## src/rtl/jump_key_if.sv

```systemverilog
// jump_key_if: bundles the jump-button pin, the pending-press request and its
// frame acknowledge, plus the debounced level, miss counter and FSM state.
//
// Request handshake: jump_key is a level "valid" that, once high, stays high
// until the consumer pulses frame_ack (the "ready") for one cycle; the request
// retires on the first clock edge at which frame_ack=1 is sampled, and a new
// press accepted on that same edge re-arms it immediately.
interface jump_key_if;
    logic       key_raw;
    logic       frame_ack;
    logic       jump_key;
    logic       key_level;
    logic [7:0] missed_count;
    logic [1:0] fsm_state;

    // Board/controller side: drives the pin and the acknowledge.
    modport master (
        output key_raw,
        output frame_ack,
        input  jump_key,
        input  key_level,
        input  missed_count,
        input  fsm_state
    );

    // Conditioner side.
    modport slave (
        input  key_raw,
        input  frame_ack,
        output jump_key,
        output key_level,
        output missed_count,
        output fsm_state
    );
endinterface

```

## src/rtl/jump_key_conditioner.sv

```systemverilog
// jump_key_conditioner: synchronizes and debounces the raw jump button and
// turns every accepted press into a sticky jump_key request that is held until
// the frame-rate controller acknowledges it.
// Optional feature macro: KEY_AUTO_REPEAT_EN (auto-repeat presses while held).
module jump_key_conditioner #(
    parameter int SYNC_STAGES     = 2,
    parameter int DEBOUNCE_CYCLES = 500000,
    parameter int REPEAT_CYCLES   = 15000000,
    parameter int ACTIVE_LOW      = 1
) (
    input  logic        proc_clk,
    input  logic        reset,
    jump_key_if.slave   bus
);

    typedef enum logic [1:0] {
        IDLE         = 2'd0,
        PRESS_WAIT   = 2'd1,
        HELD         = 2'd2,
        RELEASE_WAIT = 2'd3
    } state_t;

    localparam int DW = $clog2(DEBOUNCE_CYCLES + 1);
    localparam logic [DW-1:0] DB_LAST = DW'(DEBOUNCE_CYCLES - 1);

    // Reject parameter sets the logic cannot honour.
    if (SYNC_STAGES < 2 || DEBOUNCE_CYCLES < 1 || REPEAT_CYCLES < 1) begin : g_param_check
        $error("jump_key_conditioner: SYNC_STAGES>=2, DEBOUNCE_CYCLES>=1, REPEAT_CYCLES>=1 required");
    end

    logic                   k;
    logic [SYNC_STAGES-1:0] sync;
    logic                   ks;
    state_t                 state;
    logic [DW-1:0]          cnt;
    logic                   press_evt;
    logic                   level_q;
    logic                   jump_q;
    logic [7:0]             missed_q;

`ifdef KEY_AUTO_REPEAT_EN
    localparam int RW = $clog2(REPEAT_CYCLES + 1);
    localparam logic [RW-1:0] RP_LAST = RW'(REPEAT_CYCLES - 1);
    logic [RW-1:0] rcnt;
`endif

    // Normalize polarity so 1 always means pressed.
    assign k  = bus.key_raw ^ (ACTIVE_LOW != 0);
    assign ks = sync[SYNC_STAGES-1];

    // Synchronizer chain; stages reset to the released level.
    always_ff @(posedge proc_clk or posedge reset) begin
        if (reset) begin
            sync <= '0;
        end else begin
            sync <= {sync[SYNC_STAGES-2:0], k};
        end
    end

    // Debounce FSM with registered press event and debounced level.
    always_ff @(posedge proc_clk or posedge reset) begin
        if (reset) begin
            state     <= IDLE;
            cnt       <= '0;
            press_evt <= 1'b0;
            level_q   <= 1'b0;
`ifdef KEY_AUTO_REPEAT_EN
            rcnt      <= '0;
`endif
        end else begin
            press_evt <= 1'b0;
            level_q   <= (state == HELD) || (state == RELEASE_WAIT);
            case (state)
                IDLE: begin
                    if (ks) begin
                        state <= PRESS_WAIT;
                        cnt   <= '0;
                    end
                end
                PRESS_WAIT: begin
                    if (!ks) begin
                        state <= IDLE;
                        cnt   <= '0;
                    end else if (cnt == DB_LAST) begin
                        state     <= HELD;
                        cnt       <= '0;
                        press_evt <= 1'b1;
                    end else begin
                        cnt <= cnt + DW'(1);
                    end
                end
                HELD: begin
                    if (!ks) begin
                        // Repeat counter is frozen, not cleared, across a
                        // release bounce so a chattering hold keeps its phase.
                        state <= RELEASE_WAIT;
                        cnt   <= '0;
                    end
`ifdef KEY_AUTO_REPEAT_EN
                    else if (rcnt == RP_LAST) begin
                        rcnt      <= '0;
                        press_evt <= 1'b1;
                    end else begin
                        rcnt <= rcnt + RW'(1);
                    end
`endif
                end
                RELEASE_WAIT: begin
                    if (ks) begin
                        state <= HELD;
                        cnt   <= '0;
                    end else if (cnt == DB_LAST) begin
                        state <= IDLE;
                        cnt   <= '0;
`ifdef KEY_AUTO_REPEAT_EN
                        rcnt  <= '0;
`endif
                    end else begin
                        cnt <= cnt + DW'(1);
                    end
                end
                default: begin
                    state <= IDLE;
                    cnt   <= '0;
                end
            endcase
        end
    end

    // Sticky request: a press sets it, an ack clears it, a same-cycle
    // ack+press leaves it set; presses landing on a pending request are counted.
    always_ff @(posedge proc_clk or posedge reset) begin
        if (reset) begin
            jump_q   <= 1'b0;
            missed_q <= 8'd0;
        end else if (press_evt) begin
            jump_q <= 1'b1;
            if (jump_q && !bus.frame_ack && (missed_q != 8'hFF)) begin
                missed_q <= missed_q + 8'd1;
            end
        end else if (bus.frame_ack) begin
            jump_q <= 1'b0;
        end
    end

    assign bus.jump_key     = jump_q;
    assign bus.key_level    = level_q;
    assign bus.missed_count = missed_q;
    assign bus.fsm_state    = state;

endmodule
```

## src/flat_wrapper.sv

```systemverilog
// flat-port wrapper written by rule: the top's interface ports become plain ports
module jump_key_conditioner_flat 
#(
    parameter int SYNC_STAGES     = 2,
    parameter int DEBOUNCE_CYCLES = 500000,
    parameter int REPEAT_CYCLES   = 15000000,
    parameter int ACTIVE_LOW      = 1
)
  (proc_clk, reset, bus_key_raw, bus_frame_ack, bus_jump_key, bus_key_level, bus_missed_count, bus_fsm_state);
  jump_key_if bus_i ();
  input  logic proc_clk;
  input  logic reset;
  input wire logic [$bits(bus_i.key_raw)-1:0] bus_key_raw;
  input wire logic [$bits(bus_i.frame_ack)-1:0] bus_frame_ack;
  output wire logic [$bits(bus_i.jump_key)-1:0] bus_jump_key;
  output wire logic [$bits(bus_i.key_level)-1:0] bus_key_level;
  output wire logic [$bits(bus_i.missed_count)-1:0] bus_missed_count;
  output wire logic [$bits(bus_i.fsm_state)-1:0] bus_fsm_state;
  assign bus_i.key_raw = bus_key_raw;
  assign bus_i.frame_ack = bus_frame_ack;
  assign bus_jump_key = bus_i.jump_key;
  assign bus_key_level = bus_i.key_level;
  assign bus_missed_count = bus_i.missed_count;
  assign bus_fsm_state = bus_i.fsm_state;
  jump_key_conditioner #(.SYNC_STAGES(SYNC_STAGES), .DEBOUNCE_CYCLES(DEBOUNCE_CYCLES), .REPEAT_CYCLES(REPEAT_CYCLES), .ACTIVE_LOW(ACTIVE_LOW)) u_core (.proc_clk(proc_clk), .reset(reset), .bus(bus_i));
endmodule
```

## config.mk

```make
export PLATFORM = sky130hd
export DESIGN_NAME = jump_key_conditioner_flat
export DESIGN_NICKNAME = d
export VERILOG_FILES = /design/src/rtl/jump_key_if.sv /design/src/rtl/jump_key_conditioner.sv /design/src/flat_wrapper.sv
export SDC_FILE = /design/constraint.sdc
export NUM_CORES = 1
export LEC_CHECK = 0
export CORE_MARGIN = 5
export CORE_UTILIZATION = 25
export DETAILED_ROUTE_END_ITERATION = 10
export PLACE_DENSITY = 0.44
export SYNTH_ARGS = -nofsm -noshare
export SYNTH_HDL_FRONTEND = slang
export SYNTH_SLANG_ARGS = --single-unit
```

## constraint.sdc

```tcl
create_clock -name proc_clk -period 2 [get_ports proc_clk]
set_input_delay 0.6 -clock proc_clk [delete_from_list [all_inputs] [get_ports proc_clk]]
set_output_delay 0.6 -clock proc_clk [all_outputs]
set_load 0.03 [all_outputs]
```

==> impl_results.md <==
* Fin nets at 217
* Initial Util at 25.5%
* Initial DRC count at 53
* Area Growth Syn to Fin at 33.8%
* Synth Instances at 167
* Hold depth at 0
* EDFF count, synth at 0
* Fmax at 513 MHz
* Register area share after synthesis at 49.6%
* Ys async rst share at 100%
* Post-synthesis average cell area at 10.3 um2
* Global routing usage on met1 at 13.3%
* Share of cells above drive strength 1 at 28.8%
* Crit-path max FO at 5
* Clock sink count at 34
* Top FF cell, synth: dfrtp_1
* Mapped Nets at 173
* Clock transition at path regs at 70 ps
* Vias at 1402
* Setup CP Type: reg -> reg
* Routed WL per cell at 14.1 um
* WL final at 4.11 mm
* Final Wtd Congestion at 0.712
* Hold Buf Count CTS at 0
* Num ports at 16
* Placed cells at 278
* Final Skew at 6.17 ps
* Largest net degree at the start of global routing at 35
* #FFs+latches synth at 34
* CTS H-tree lvls at 2
* Yosys cell types at 40
* Core area at 6720 um2
* I/O Buffers at 15
* Cell depth of the worst flop-to-flop path at 6
* Status: finished clean
* Dpl hpwl at 2.64 mm
* Leak Pwr at 0.00109 uW
* CTS root buffer: clkbuf_8
* Post-route antenna net violation count at 0
* CTS Buf Count at 5
* Initial DRT Pass Iterations at 4
* Largest delay share family, worst path: simple AND/OR/NAND/NOR gates
* Final setup viols at 0
* Crit. End Element: flip-flop
* Clk_lat worst skew at 290 ps
* DIE HEIGHT at 92.8 um
* Tot GR Track Use at 10.4%
* Cell Count, Final, Fillers Out at 292
* RSZ-0062 raised after global routing: yes
* Rel. slew slack at 75.5%
* Die Area at 8620 um2
* Worst hold path class: reg -> reg
* Antenna Cells at 0
* Pwr/cell area at 576 nW/um2
* Ys Warns at 0
* Total grt overflow at 0
* Final Hold Vio Count at 0
* Number of max-cap violations at 0
* Critical path depth at 6
* Power, Total at 1320 uW
* Met3 Resource Use GR at 2.68%
* Die Width at 92.8 um
* Final period util at 97.5%
* Fin. max-slew vios at 0
* Global-route wire length before repair at 6.99 mm
* DR vias/cell at 4.80
* Rows at 30
* Final min period at 1950 ps
* CTS tree: built
* Gr busiest metal: met2
* Crit path buf inv count at 1
* Antenna violations before repair at 0
* Worst Max-Slew Pin Slew at 366 ps
* Clock tree buffer depth at 2
* Crit path DAT at 2130 ps
* Global Route met2 Usage at 16.4%
* CP peak stage delay at 560 ps
* Synthesized area at 1720 um2
* Type of origin of the critical path: flip-flop
* Worst path slowest cell: or4b_4
* Maximum VDD drop at 0.000277 V
* DR DRC count at 0
* Required @ worst endpoint at 2180 ps
* Critical-path cell list: or4b_4 -> nor4_4 -> buf_6 -> a21o_4 -> o21ai_1 -> a22o_1
* Vias in the first global route at 1423
[layout by cell type, fill, tap and decap left out, drive strengths merged, types with 2 or more instances in the layout]
master,count
xor2,3
nor3b,2
or3,6
o21ai,13
xnor2,5
or2,3
dfrtp,34
o211ai,2
ha,2
clkdlybuf4s50,6
dlymetal6s2s,2
nor4,4
nand3,13
or4b,2
a21o,7
buf,25
clkbuf,7
a21oi,9
nand4,7
and3,3
and2,2
mux2,2
inv,9
dlygate4sd2,7
a22o,4
nand2,13
nor2,5
nor3,5
[synth_stat cells (3+ instances only)]
master / n / area share (%)
inv_1: 9 / 2.0
nand2_1: 13 / 2.8
nand4_1: 7 / 2.6
nor2_1: 5 / 1.1
buf_6: 3 / 2.0
xor2_1: 3 / 1.5
or3_2: 6 / 2.6
a22o_1: 4 / 2.0
nor3_1: 5 / 1.5
o21ai_0: 10 / 2.9
a21o_1: 4 / 1.8
or2_2: 3 / 1.1
xnor2_1: 5 / 2.6
nand3_1: 13 / 3.8
dfrtp_1: 34 / 50
and3_1: 3 / 1.1
a21oi_1: 9 / 2.6
[flip-flops by register name, summed over array words and instances, names as in the netlist, named ones only]
register                 flops
u_core.press_evt             1
u_core.bus.missed_count      8
u_core.sync                  2
u_core.bus.fsm_state         1
u_core.bus.key_level         1
u_core.cnt                  19
u_core.bus.jump_key          1
[layout make-up]
type / count / area (um2)
Clock buffer: 7 / 86.3
Clock inverter: 1 / 5.00
Fill cell: 686 / 4420
Inverter: 9 / 33.8
Multi-Input combinational cell: 121 / 856
Sequential cell: 34 / 851
Tap cell: 80 / 100
Timing Repair Buffer: 40 / 363
[per-stage QoR]
step	setup TNS (ps)	setup slack [ps]	utilization (%)	hold WS, ps	area, um2
detailed placement	-75.1	-25.5	31.4	339	2110
global route	-2.74	-1.38	34.2	366	2290
CTS	0	5.88	33.1	357	2220
finish	0	49.7	34.2	355	2290
floorplan	0	37.4	-	331	1720
global placement	0	15.0	31.4	335	2110
[layer usage]
metal | vias up | wire, um
met5 | - | 0
met4 | 0 | 69
li1 | 706 | -
met3 | 4 | 140
met2 | 23 | 1890
met1 | 669 | 2010
[worst reg2reg max path, stage by stage (launching register included)]
cell and delay [ps]:
dfrtp_1 390, or4b_4 560, nor4_4 290, buf_6 160, a21o_4 150, o21ai_1 70, a22o_1 230
[cells by family after synthesis]
kind of cell,after synthesis,share of synthesized area (%)
buffers and inverters,14,4.38
AOI/OAI and AO/OA,37,14.2
muxes,2,1.31
xor gates and xnor gates,8,4.08
adders and majority gates,2,1.46
and+or+nand+nor,70,25.0
DFF,34,49.6
[final timing paths]
kind,to,slack [ps],start
setup / recovery,u_core.cnt[2],50,u_core.cnt[12]
hold / removal,u_core.sync[1],360,u_core.sync[0]
hold reg to reg,u_core.sync[1],360,u_core.sync[0]
max in group asynchronous,u_core.cnt[3],1150,reset
min in group asynchronous,u_core.bus.key_level,660,reset
setup reg to reg,u_core.cnt[2],50,u_core.cnt[12]
[timing repair]
action,CTS,global route
endpoints found under the hold margin,0,0
gates resized for setup,9,16
endpoints found under the setup margin,15,14
buffers inserted,2,2
pin swaps,1,6
gates cloned,1,1
[where the power goes]
part           internal [uW]  total [uW]  leakage (uW)  switching (uW)
Sequential               694         700      0.000467            5.98
Clock                    278         532     0.0000482             254
Combinational           37.2        89.6      0.000579            52.4
Total                   1010        1320       0.00109             313
No activity file was read; power rests on OpenSTA's default activity.
